File: src/rtl/trace_rx_channel.sv
// Tracer RX endpoint: accepts data_rx beats into an elastic FIFO and writes them to L2.
// Optional macro TRACE_RX_DROP_CNT_EN adds drop_cnt_o, counting cycles with valid & ~ready.
module trace_rx_channel #(
    parameter int L2_AWIDTH_NOAL = 12,
    parameter int TRANS_SIZE     = 16,
    parameter int BUFFER_DEPTH   = 4
) (
    input  logic                      clk_i,
    input  logic                      rst_ni,
    input  logic [L2_AWIDTH_NOAL-1:0] cfg_rx_startaddr_i,
    input  logic [TRANS_SIZE-1:0]     cfg_rx_size_i,
    input  logic                      cfg_rx_continuous_i,
    input  logic                      cfg_rx_en_i,
    input  logic                      cfg_rx_clr_i,
    output logic                      cfg_rx_en_o,
    output logic                      cfg_rx_pending_o,
    output logic [L2_AWIDTH_NOAL-1:0] cfg_rx_curr_addr_o,
    output logic [TRANS_SIZE-1:0]     cfg_rx_bytes_left_o,
    output logic                      rx_done_o,
    input  logic [1:0]                data_rx_datasize_i,
    input  logic [31:0]               data_rx_data_i,
    input  logic                      data_rx_valid_i,
    output logic                      data_rx_ready_o,
    output logic                      l2_req_o,
    output logic [L2_AWIDTH_NOAL-1:0] l2_addr_o,
    output logic [31:0]               l2_wdata_o,
    output logic [3:0]                l2_be_o,
    input  logic                      l2_gnt_i,
`ifdef TRACE_RX_DROP_CNT_EN
    output logic [15:0]               drop_cnt_o,
`endif
    output logic                      dbg_state_o
);
    // Handshakes: a beat moves on data_rx when valid & ready at clk_i; an L2 write
    // retires on req & gnt. ready never looks at valid; req/addr/be/wdata hold until gnt.
    localparam int AW = L2_AWIDTH_NOAL;
    localparam int TW = TRANS_SIZE;
    localparam int PW = $clog2(BUFFER_DEPTH);

    typedef enum logic {IDLE = 1'b0, RUN = 1'b1} state_e;
    state_e state_q, state_d;

    logic [31:0]   fifo_data_q [BUFFER_DEPTH];
    logic [1:0]    fifo_size_q [BUFFER_DEPTH];
    logic [PW-1:0] wr_ptr_q, rd_ptr_q;
    logic [PW:0]   count_q;
    logic [TW-1:0] acc_bytes_q, bytes_left_q, cur_size_q, sh_size_q;
    logic [AW-1:0] curr_addr_q, cur_start_q, sh_start_q, eff_addr;
    logic          cur_cont_q, sh_cont_q, pending_q, first_q;

    logic          fifo_full, fifo_empty, push, grant, last, start_ok;
    logic [1:0]    head_size, lane_off;
    logic [31:0]   head_data;
    logic [2:0]    head_bytes, in_bytes, n_bytes;
    logic [4:0]    be_mask;

    function automatic logic [2:0] beat_bytes(input logic [1:0] sz);
        case (sz)
            2'd0:    return 3'd1;
            2'd1:    return 3'd2;
            default: return 3'd4;
        endcase
    endfunction

    assign fifo_full  = (count_q == (PW+1)'(BUFFER_DEPTH));
    assign fifo_empty = (count_q == '0);
    assign head_size  = fifo_size_q[rd_ptr_q];
    assign head_data  = fifo_data_q[rd_ptr_q];
    assign head_bytes = beat_bytes(head_size);
    assign in_bytes   = beat_bytes(data_rx_datasize_i);
    assign push       = data_rx_valid_i & data_rx_ready_o & ~cfg_rx_clr_i;
    assign grant      = l2_req_o & l2_gnt_i & ~cfg_rx_clr_i;
    assign last       = grant & (bytes_left_q <= TW'(head_bytes));
    assign start_ok   = cfg_rx_en_i & ~cfg_rx_clr_i & (cfg_rx_size_i != '0);
    assign n_bytes    = (bytes_left_q < TW'(head_bytes)) ? bytes_left_q[2:0] : head_bytes;
    assign be_mask    = (5'd1 << n_bytes) - 5'd1;

    // The first beat of a transfer aligns the start address to its own size.
    always_comb begin
        eff_addr = curr_addr_q;
        lane_off = 2'b00;
        if (first_q) begin
            case (head_size)
                2'd0:    eff_addr = curr_addr_q;
                2'd1:    eff_addr[0] = 1'b0;
                default: eff_addr[1:0] = 2'b00;
            endcase
        end
        case (head_size)
            2'd0:    lane_off = eff_addr[1:0];
            2'd1:    lane_off = {eff_addr[1], 1'b0};
            default: lane_off = 2'b00;
        endcase
    end

    // FSM: state register
    always_ff @(posedge clk_i or negedge rst_ni) begin
        if (!rst_ni) state_q <= IDLE;
        else         state_q <= state_d;
    end

    // FSM: next state
    always_comb begin
        state_d = state_q;
        if (cfg_rx_clr_i) begin
            state_d = IDLE;
        end else begin
            case (state_q)
                IDLE:    if (start_ok) state_d = RUN;
                RUN:     if (last && !pending_q && !start_ok && !cur_cont_q) state_d = IDLE;
                default: state_d = IDLE;
            endcase
        end
    end

    // FSM: outputs
    always_comb begin
        cfg_rx_en_o     = (state_q == RUN);
        dbg_state_o     = state_q;
        data_rx_ready_o = (state_q == RUN) & ~fifo_full & (acc_bytes_q < bytes_left_q);
        l2_req_o        = (state_q == RUN) & ~fifo_empty;
        rx_done_o       = last;
        l2_addr_o       = '0;
        l2_be_o         = '0;
        l2_wdata_o      = '0;
        if (l2_req_o) begin
            l2_addr_o = {eff_addr[AW-1:2], 2'b00};
            l2_be_o   = be_mask[3:0] << lane_off;
            case (head_size)
                2'd0:    l2_wdata_o = {4{head_data[7:0]}};
                2'd1:    l2_wdata_o = {2{head_data[15:0]}};
                default: l2_wdata_o = head_data;
            endcase
        end
    end

    always_ff @(posedge clk_i) begin
        if (push) begin
            fifo_data_q[wr_ptr_q] <= data_rx_data_i;
            fifo_size_q[wr_ptr_q] <= data_rx_datasize_i;
        end
    end

    always_ff @(posedge clk_i or negedge rst_ni) begin
        if (!rst_ni) begin
            wr_ptr_q     <= '0;
            rd_ptr_q     <= '0;
            count_q      <= '0;
            acc_bytes_q  <= '0;
            bytes_left_q <= '0;
            curr_addr_q  <= '0;
            cur_start_q  <= '0;
            cur_size_q   <= '0;
            cur_cont_q   <= 1'b0;
            sh_start_q   <= '0;
            sh_size_q    <= '0;
            sh_cont_q    <= 1'b0;
            pending_q    <= 1'b0;
            first_q      <= 1'b0;
        end else if (cfg_rx_clr_i) begin
            wr_ptr_q     <= '0;
            rd_ptr_q     <= '0;
            count_q      <= '0;
            acc_bytes_q  <= '0;
            bytes_left_q <= '0;
            pending_q    <= 1'b0;
        end else begin
            if (push) wr_ptr_q <= wr_ptr_q + 1'b1;
            if (grant) rd_ptr_q <= rd_ptr_q + 1'b1;
            count_q     <= count_q + (PW+1)'(push) - (PW+1)'(grant);
            acc_bytes_q <= acc_bytes_q + (push ? TW'(in_bytes) : '0)
                                       - (grant ? TW'(head_bytes) : '0);
            if (state_q == IDLE) begin
                if (start_ok) begin
                    cur_start_q  <= cfg_rx_startaddr_i;
                    cur_size_q   <= cfg_rx_size_i;
                    cur_cont_q   <= cfg_rx_continuous_i;
                    curr_addr_q  <= cfg_rx_startaddr_i;
                    bytes_left_q <= cfg_rx_size_i;
                    first_q      <= 1'b1;
                end
            end else begin
                // An en that coincides with a completion and nothing queued starts directly.
                if (start_ok && !(last && !pending_q)) begin
                    sh_start_q <= cfg_rx_startaddr_i;
                    sh_size_q  <= cfg_rx_size_i;
                    sh_cont_q  <= cfg_rx_continuous_i;
                    pending_q  <= 1'b1;
                end
                if (grant) begin
                    curr_addr_q  <= eff_addr + AW'(head_bytes);
                    bytes_left_q <= bytes_left_q - TW'(n_bytes);
                    first_q      <= 1'b0;
                end
                if (last) begin
                    if (pending_q) begin
                        cur_start_q  <= sh_start_q;
                        cur_size_q   <= sh_size_q;
                        cur_cont_q   <= sh_cont_q;
                        curr_addr_q  <= sh_start_q;
                        bytes_left_q <= sh_size_q;
                        first_q      <= 1'b1;
                        if (!start_ok) pending_q <= 1'b0;
                    end else if (start_ok) begin
                        cur_start_q  <= cfg_rx_startaddr_i;
                        cur_size_q   <= cfg_rx_size_i;
                        cur_cont_q   <= cfg_rx_continuous_i;
                        curr_addr_q  <= cfg_rx_startaddr_i;
                        bytes_left_q <= cfg_rx_size_i;
                        first_q      <= 1'b1;
                    end else if (cur_cont_q) begin
                        curr_addr_q  <= cur_start_q;
                        bytes_left_q <= cur_size_q;
                        first_q      <= 1'b1;
                    end
                end
            end
        end
    end

    assign cfg_rx_pending_o    = pending_q;
    assign cfg_rx_curr_addr_o  = curr_addr_q;
    assign cfg_rx_bytes_left_o = bytes_left_q;

`ifdef TRACE_RX_DROP_CNT_EN
    always_ff @(posedge clk_i or negedge rst_ni) begin
        if (!rst_ni)                                    drop_cnt_o <= '0;
        else if (cfg_rx_clr_i)                          drop_cnt_o <= '0;
        else if (data_rx_valid_i && !data_rx_ready_o && drop_cnt_o != 16'hFFFF)
                                                        drop_cnt_o <= drop_cnt_o + 16'd1;
    end
`endif

endmodule
File: config.mk
export PLATFORM = sky130hd
export DESIGN_NAME = trace_rx_channel
export DESIGN_NICKNAME = d
export VERILOG_FILES = /design/src/rtl/trace_rx_channel.sv
export SDC_FILE = /design/constraint.sdc
export NUM_CORES = 1
export LEC_CHECK = 0
export BUFFER_PORTS_ARGS = -buffer_cell sky130_fd_sc_hd__buf_2
export CELL_PAD_IN_SITES_DETAIL_PLACEMENT = 1
export CELL_PAD_IN_SITES_GLOBAL_PLACEMENT = 2
export CORE_UTILIZATION = 43
export CTS_BUF_LIST = sky130_fd_sc_hd__clkbuf_8
export CTS_CLUSTER_DIAMETER = 150
export DETAILED_ROUTE_END_ITERATION = 8
export GPL_ROUTABILITY_DRIVEN = 0
export PLACE_DENSITY_LB_ADDON = 0.1
export SLEW_MARGIN = 15
export SYNTH_ARGS = -nofsm -noshare
export SYNTH_HDL_FRONTEND = slang
export SYNTH_SLANG_ARGS = --single-unit
File: constraint.sdc
create_clock -name clk_i -period 8.78 [get_ports clk_i]
set_clock_uncertainty 0.1 [all_clocks]
set_input_delay 2.634 -clock clk_i [delete_from_list [all_inputs] [get_ports clk_i]]
set_output_delay 2.634 -clock clk_i [all_outputs]
set_load 0.02 [all_outputs]
==> results of run 1 <==
-- cells by family after synthesis --
group,Yosys count
adders and majority gates,53
buffers and inverters,131
other,1
and+or+nand+nor,370
DFF,248
muxes,79
AOI/OAI and AO/OA,285
xor gates and xnor gates,33
-- per-layer routing --
metal  track usage [%]  wire length (um)
met5                 0                10
met1              36.9             18500
met2              43.0             19200
met3              4.05              2080
met4              8.40              1140
-- tightest hold or removal path, delay by kind of cell, from the launching register on --
kind	cells	cell delay (ns)
flops	1	0.37
simple gates	2	0.12
-- worst min-delay path by stage --
stage / start / to / slack (ns) / cells after the start
3_5_place_dp: first_q / first_q / 0.40 / 2
6_report: first_q / first_q / 0.41 / 2
3_3_place_gp: sh_cont_q / sh_cont_q / 0.39 / 1
2_1_floorplan: first_q / first_q / 0.36 / 2
5_1_grt: cur_start_q[1] / cur_start_q[1] / 0.44 / 2
4_1_cts: first_q / first_q / 0.42 / 2
-- cells in the final DEF, fill, tap and decap left out, drive strengths merged, types with 23 or more instances in the layout --
cell / instances
buf: 167
nor2: 150
edfxtp: 136
dfrtp: 112
a21oi: 88
nand2: 85
inv: 68
o21ai: 51
clkbuf: 49
ha: 47
o22ai: 40
mux4: 33
mux2: 33
nor3: 27
a211oi: 25
xnor2: 23
and3: 23
-- final cells by class --
type,count,area (um2)
Inverter,57,215
Clock buffer,49,674
Fill cell,3274,14900
Multi-Input combinational cell,822,5840
Timing Repair Buffer,167,886
Antenna cell,2,5.00
Sequential cell,248,6890
Tap cell,390,488
Clock inverter,30,181
-- power breakdown --
part           switching, W  total, W  internal [W]  leakage [nW]
logic              0.000705   0.00118      0.000475          3.04
clock network      0.000500   0.00105      0.000548         0.495
registers          0.000134   0.00151       0.00137          2.58
-- flip-flops by register name (all words and copies together) (netlist names), 3 cells and up --
register / cells
cur_start_q: 12
fifo_data_q: 128
sh_start_q: 12
sh_size_q: 16
cfg_rx_curr_addr_o: 12
count_q: 3
cfg_rx_bytes_left_o: 16
cur_size_q: 16
fifo_size_q: 8
acc_bytes_q: 16
-- metrics by stage --
step	power (W)	area, um2	cells
floorplan	0.00233	13300	1201
global placement	0.00267	14300	1684
CTS	0.00377	15200	1763
global route	0.00397	15200	1764
detailed placement	0.00270	14300	1684
finish	0.00374	15200	1765
==> impl_metrics.toml, run 1 <==
[power]
p_leak_nw = 6.12
max-vdd-ir-drop_uv = 136
p_per_area_mw_per_mm2 = 246

[synthesis]
seq_area_frac_synth_pct = 51.8
synth-edff-count = 136
synth_adder_area_share_pct = 5.33
ys.flop_type = "edfxtp_1"
avgSynthCellArea_um2 = 11.1
ys_async_sr_fraction_pct = 45.2
synth_top_family_by_area = "compound AO/OA/AOI/OAI gates"
yosys.area_share.simple_pct = 13.1
yosys.area.top_type = "edfxtp_1"
synthMuxAreaShare_pct = 9.37
synthTopCellsByArea = "edfxtp_1 31%, dfrtp_1 21%, mux4_2 5.6%, ha_1 4.4%, nor2_1 4.2%"
yosysUniqueCellTypes = 73
yosysWarnings = 0
synth_compound_area_share_pct = 13.9
synth-xor-area-share_pct = 2.18
synth_area_mm2 = 0.0133
synth.top_cell.area_share_pct = 30.7
synth_top_cells_by_count = "149 x nor2_1, 136 x edfxtp_1, 112 x dfrtp_1"
synth_seq_cells = 248
synthCells = 1200
yosysMostFrequentCell = "nor2_1"

[worst_setup_path]
worstSetupEndpoint = "l2_be_o[2]"
worstSetupPathType = "reg -> out"
cpPeakStageDelay_ns = 0.79
worstPathArrival_ns = 5.05
end_kind = "output port"
cp_num_buf_inv = 4
timing.critical_path.from = "rd_ptr_q[0]"
rrSetupSlack_ns = 2.66
crit_cells = 13
rr_startpoint = "cfg_rx_bytes_left_o[13]"
crit_path_start_kind = "flip-flop"
rr_worst_depth = 17
crit_chain = "buf_4, mux4_2, or2_2, inv_1, ha_1, nand3b_1, nand2_1, nor3_1, buf_4, mux2i_1, a21oi_1, a2111oi_0, buf_2"
cp_max_fo = 35
critPathTopFamily = "buffers and inverters"
slowest_stage = "mux4_2"
r2r-end = "acc_bytes_q[15]"
crit_required_ns = 6.05
crit_top_cell = "buf_4"

[global_route]
grt_remaining_overflow = 0
antenna_found_initial = 3
grt_max_degree = 66
grt_usage_pct = 26.7
grt_pass1_wl_um = 64200
grt_pass1_vias = 10912

[run_status]
status = "finished, final reports clean"

[cells_and_area]
final_util_pct = 50.5
area_growth_pct = 14.2
nNetsFinal = 1461
drive_gt1_share_pct = 22.5

[clocking]
clk_path_buf_depth = 3
cts_tree = "done"
cts.sinks = 248
clkTransAtPathRegs_ns = 0.06
post-cts-setup-buffers = 0
root_buffer = "clkbuf_8"
holdBufCountCts = 0
clk_latency_ns = 0.57
cts_resized = 0
cts-buffers-inserted = 43
cts_max_level = 2

[detailed_routing]
drtIter0Drc = 632
post_drt_wl_per_cell_um = 23.2
drc_errors = 0
viasPerCell = 5.87
drtPass1Iterations = 4
vias = 10367
routed_wl_um = 40900
ant_nets = 0

[sta]
slew_viol_final = 0
fin_ws_ns = 0.996
relSlewSlack_pct = 32.3
tns_ns = 0
max_slew.worst_pin.slew_ns = 1.01
grt_setup_unrepaired = "false"
timing_hold_violations_final = 0
finalSetupViolCount = 0
whs_ns = 0.414
finalCriticalPeriod_ns = 7.78
timing.fmax_mhz = 128
finalCritPeriodShare_pct = 88.7

[floorplan]
die-width_um = 178
io_pins = 151
fp.dieH_um = 178
die-area_mm2 = 0.0316
core_mm2 = 0.0300
fp-row-count = 63
initial_core_util_pct = 44.2

[place]
pre_cts_slack_ns = 1.27
dpl.hpwl_um = 28200
port_buffers = 148

[job]
maxCapViolations = 0

[hold_path]
holdCritPathClass = "reg -> reg"
Note: power is estimated with default switching activity, not from simulation.
==> inputs of run 2 (changes only) <==
--- a/config.mk
+++ b/config.mk
@@ -15,4 +15,5 @@
 export GPL_ROUTABILITY_DRIVEN = 0
 export PLACE_DENSITY_LB_ADDON = 0.1
+export RECOVER_POWER = 100
 export SLEW_MARGIN = 15
 export SYNTH_ARGS = -nofsm -noshare
--- a/constraint.sdc
+++ b/constraint.sdc
@@ -3,3 +3,3 @@
 set_input_delay 2.634 -clock clk_i [delete_from_list [all_inputs] [get_ports clk_i]]
 set_output_delay 2.634 -clock clk_i [all_outputs]
-set_load 0.02 [all_outputs]
+set_load 0.005 [all_outputs]
==> impl_metrics.toml, run 2 (synthesis results as in run 1) <==
[run_status]
status = "complete, but fails checks"
violations = "max-capacitance violations, max-slew violations"

[cells_and_area]
largest_register = "fifo_data_q"
area_growth_pct = 13.0
final_cell_mix = "150 x nor2_1, 136 x edfxtp_1, 111 x dfrtp_1"
fin_cells = 1765
nNetsFinal = 1463
largest_reg_flops = 128
final_common_cell = "nor2_1"
drive_gt1_share_pct = 15.6

[clocking]
cts.sinks = 248
cts_max_level = 2
post-cts-setup-buffers = 0
clk_path_buf_depth = 3
clk_latency_ns = 0.59
clkTransAtPathRegs_ns = 0.06
root_buffer = "clkbuf_8"
cts_resized = 0
holdBufCountCts = 0
cts-buffers-inserted = 44
cts_tree = "done"

[sta]
finalCriticalPeriod_ns = 8.27
relSlewSlack_pct = -123
finalSetupViolCount = 0
grt_setup_unrepaired = "false"
max_slew.worst_pin.slew_ns = 3.34
timing_hold_violations_final = 0
timing.fmax_mhz = 121
tns_ns = 0
slew_viol_final = 311
finalCritPeriodShare_pct = 94.2

[job]
maxCapViolations = 8

[global_route]
grt_max_degree = 60
grt_usage_pct = 26.8
grt_pass1_wl_um = 64400
grt_remaining_overflow = 0
busiest_layer = "met2"
antenna_found_initial = 1
grt_pass1_vias = 10880
use_met2_pct = 43.4
gr-usage-met1_pct = 37.5
met3_usage_pct = 4.01

[power]
max-vdd-ir-drop_uv = 152
p_leak_nw = 5.79
p_per_area_mw_per_mm2 = 244

[worst_setup_path]
cpPeakStageDelay_ns = 0.67
crit_path_start_kind = "flip-flop"
slowest_stage = "a2111oi_0"
end_kind = "output port"
rrSetupSlack_ns = 1.31
worstPathArrival_ns = 5.54
crit_chain = "buf_4, mux2i_1, mux2_2, inv_1, or2_2, inv_1, ha_1, nand3b_1, nand2_1, nor3_1, buf_4, mux2i_1, a21oi_1, a2111oi_0, clkbuf_1"
cp_max_fo = 31
worstSetupPathType = "reg -> out"
crit_required_ns = 6.05

[floorplan]
die-area_mm2 = 0.0316
die-width_um = 178
io_pins = 151
fp.dieH_um = 178
fp-row-count = 63
initial_core_util_pct = 44.2
core_mm2 = 0.0300

[detailed_routing]
drtPass1Iterations = 7
ant_nets = 0
drc_errors = 0
post_drt_wl_per_cell_um = 23.4
drtIter0Drc = 598
routed_wl_um = 41300
vias = 10411
viasPerCell = 5.90

[place]
port_buffers = 148
dp_cells = 1685
dpl.hpwl_um = 28500

[hold_path]
holdCritPathClass = "reg -> reg"
-- run 2: changes by cell type in the layout (fill, tap and decap cells not counted), moves of 5 or more --
cell      change
clkbuf_1     +92
buf_2        -90
buf_4         -9
clkbuf_2      +8
inv_1         +5
-- run 2: layer usage --
| layer | up-vias | part of all wire (%) |
|---|---|---|
| li1 | 4750 | - |
| met1 | 5298 | 46 |
| met2 | 294 | 47 |
| met3 | 69 | 4.8 |
| met4 | 0 | 2.3 |
| met5 | - | 0 |
-- run 2: cell type report --
class | count | area, um2
fillers | 3377 | 15000
flip-flops and latches | 248 | 6890
clock inverters | 28 | 143
diodes | 1 | 2.50
well taps | 390 | 488
inverters | 57 | 215
repair buffers | 168 | 753
clock buffers | 51 | 702
multi-input cells | 822 | 5820
-- run 2: path summary, 6_finish.rpt --
path	start	end	depth (start not counted)
max in group asynchronous	rst_ni	rd_ptr_q[0]	2
worst max-delay path	rd_ptr_q[1]	l2_be_o[2]	15
min in group asynchronous	rst_ni	cur_start_q[11]	1
worst max register to register	rd_ptr_q[1]	sh_size_q[3]	13
worst min-delay path	first_q	first_q	2
worst min register to register	first_q	first_q	2
-- run 2: through the flow --
stage	util, %	cell area (um2)	hold WS, ns	setup slack [ns]	power, W
5_1_grt	50.0	15000	0.422	0.127	0.00388
6_report	50.0	15000	0.414	0.506	0.00367
4_1_cts	50.5	15200	0.419	0.435	0.00371
3_5_place_dp	47.7	14300	0.408	1.10	0.00265
3_3_place_gp	47.7	14300	0.391	1.24	0.00261
2_1_floorplan	-	13300	0.359	2.18	0.00228
-- run 2: worst max-delay path, delay by kind of cell (launching register included) --
kind	cells	cell delay, ns
AOI/OAI and AO/OA	2	0.78
adders and majority gates	1	0.22
buffers and inverters	5	1.51
DFF	1	0.36
muxes	3	1.16
and+or+nand+nor	4	0.92
-- run 2: where the power goes --
group          leakage [nW]  switching [W]  internal [W]
combinational          2.71       0.000649      0.000462
clock                 0.496       0.000509      0.000535
sequential             2.58       0.000134       0.00138
==> inputs of run 3 (changes only) <==
Settings changed: CORE_MARGIN set to 2, REMOVE_ABC_BUFFERS set to 1.
==> impl_metrics.toml, run 3 (synthesis results as in run 1) <==
[run_status]
status = "complete, but fails checks"
violations = "max-capacitance violations, max-slew violations"

[worst_setup_path]
rr_startpoint = "rd_ptr_q[1]"
r2r-end = "sh_size_q[11]"
crit_required_ns = 9.13
cp_max_fo = 31
worstPathArrival_ns = 8.46
cp_num_buf_inv = 5
crit_chain = "mux2i_1, mux2_2, inv_1, or2_2, inv_1, ha_1, a32oi_1, or4_1, clkinv_2, clkbuf_2, a211oi_1, clkbuf_2, mux2_2"
timing.critical_path.from = "rd_ptr_q[1]"
rr_worst_depth = 13
crit_path_start_kind = "flip-flop"
worstSetupPathType = "reg -> reg"
rrSetupSlack_ns = 0.67
slowest_stage = "a211oi_1"
critPathTopFamily = "compound AO/OA/AOI/OAI gates"
end_kind = "flip-flop"
cpPeakStageDelay_ns = 1.94

[hold_path]
min_from = "sh_cont_q"
holdCritPathClass = "reg -> reg"
hold_end = "sh_cont_q"
min_path_cells = 1

[floorplan]
io_pins = 151
die-area_mm2 = 0.0323
die-width_um = 180
core_mm2 = 0.0305
initial_core_util_pct = 43.5
fp.dieH_um = 180
fp-row-count = 64

[power]
max-vdd-ir-drop_uv = 134
clock_power_share_pct = 30.4
power_w = 0.00375
p_leak_nw = 5.84
p_per_area_mw_per_mm2 = 248
p_seq_share_pct = 40.1
switching_share_pct = 34.2
combPwrFrac_pct = 29.4
power_switching_w = 0.00128
internal-power_w = 0.00247

[clocking]
clk_path_buf_depth = 3
cts_tree = "done"
cts.sinks = 248
cts-buffers-inserted = 44
cts_resized = 0
root_buffer = "clkbuf_8"
holdBufCountCts = 0
cts_max_level = 2
clk_latency_ns = 0.59
post-cts-setup-buffers = 0
clkTransAtPathRegs_ns = 0.06

[global_route]
grt_usage_pct = 25.3
antenna_found_initial = 0
grt_pass1_wl_um = 64400
grt_remaining_overflow = 0
grt_pass1_vias = 10935
grt_max_degree = 49

[detailed_routing]
drtPass1Iterations = 5
vias = 10342
ant_nets = 0
drtIter0Drc = 749
post_drt_wl_per_cell_um = 23.0
viasPerCell = 5.82
routed_wl_um = 40800
drc_errors = 0

[sta]
finalCritPeriodShare_pct = 92.4
finalSetupViolCount = 0
fin_ws_ns = 0.667
grt_setup_unrepaired = "false"
finalCriticalPeriod_ns = 8.11
whs_ns = 0.413
relSlewSlack_pct = -95.5
tns_ns = 0
max_slew.worst_pin.slew_ns = 2.93
timing_hold_violations_final = 0
timing.fmax_mhz = 123
slew_viol_final = 289

[cells_and_area]
nNetsFinal = 1467
final_cell_mix = "150 x nor2_1, 136 x edfxtp_1, 111 x dfrtp_1"
final_util_pct = 49.5
final_common_cell = "nor2_1"
largest_register = "fifo_data_q"
drive_gt1_share_pct = 16.1
area_growth_pct = 13.7
fillers = 3352
largest_reg_flops = 128
antenna_cells = 0

[job]
maxCapViolations = 9

[place]
port_buffers = 148
pre_cts_slack_ns = 1.26
dpl.hpwl_um = 27200
[run 3: layout make-up]
| class | count | area (um2) | area share [%] |
|---|---|---|---|
| Inverter | 57 | 215 | 1.42 |
| Timing Repair Buffer | 172 | 772 | 5.11 |
| Clock inverter | 34 | 270 | 1.79 |
| Multi-Input combinational cell | 822 | 5810 | 38.4 |
| Sequential cell | 248 | 6890 | 45.6 |
| Tap cell | 396 | 495 | 3.28 |
| Clock buffer | 48 | 661 | 4.37 |
[run 3: routing by layer]
metal / routed length [um] / global-route usage [%] / up-vias / part of all wire, %
met5: 0 / 0 / - / 0
met4: 958 / 7.61 / 0 / 2.3
met3: 1800 / 4.15 / 70 / 4.4
met2: 19400 / 41.6 / 267 / 48
met1: 18600 / 34.7 / 5251 / 46
li1: - / - / 4754 / -
[run 3: how the worst max path moves through the flow]
| stage | cells past startpoint | slack (ns) | end |
|---|---|---|---|
| floorplan | 11 | 0.99 | l2_be_o[2] |
| global placement | 14 | 1.34 | l2_be_o[2] |
| detailed placement | 14 | 1.26 | l2_be_o[2] |
| CTS | 14 | 0.56 | l2_be_o[2] |
| global route | 13 | 0.17 | sh_size_q[13] |
| finish | 13 | 0.67 | sh_size_q[11] |
[run 3: power groups by stage]
stage	Clock, W	Combinational (W)	Sequential, W
2_1_floorplan	0	0.000768	0.00150
3_3_place_gp	0	0.00109	0.00152
3_5_place_dp	0	0.00112	0.00152
4_1_cts	0.00117	0.00112	0.00150
5_1_grt	0.00122	0.00126	0.00153
6_report	0.00114	0.00110	0.00151
[run 3: stage by stage]
| stage | instances | cell area (um2) |
|---|---|---|
| detailed placement | 1695 | 14400 |
| floorplan | 1127 | 12900 |
| finish | 1777 | 15100 |
| CTS | 1777 | 15300 |
| global placement | 1695 | 14400 |
| global route | 1777 | 15100 |
[run 3: worst register-to-register path: cells and delay by family, from the launching register on]
kind                     cells  cell delay, ns
AND/OR/NAND/NOR              2            1.63
AO/OA/AOI/OAI                2            2.16
adder cells (fa/ha/maj)      1            0.23
flip-flops                   1            0.65
multiplexers                 3            1.23
buffers and inverters        5            1.97
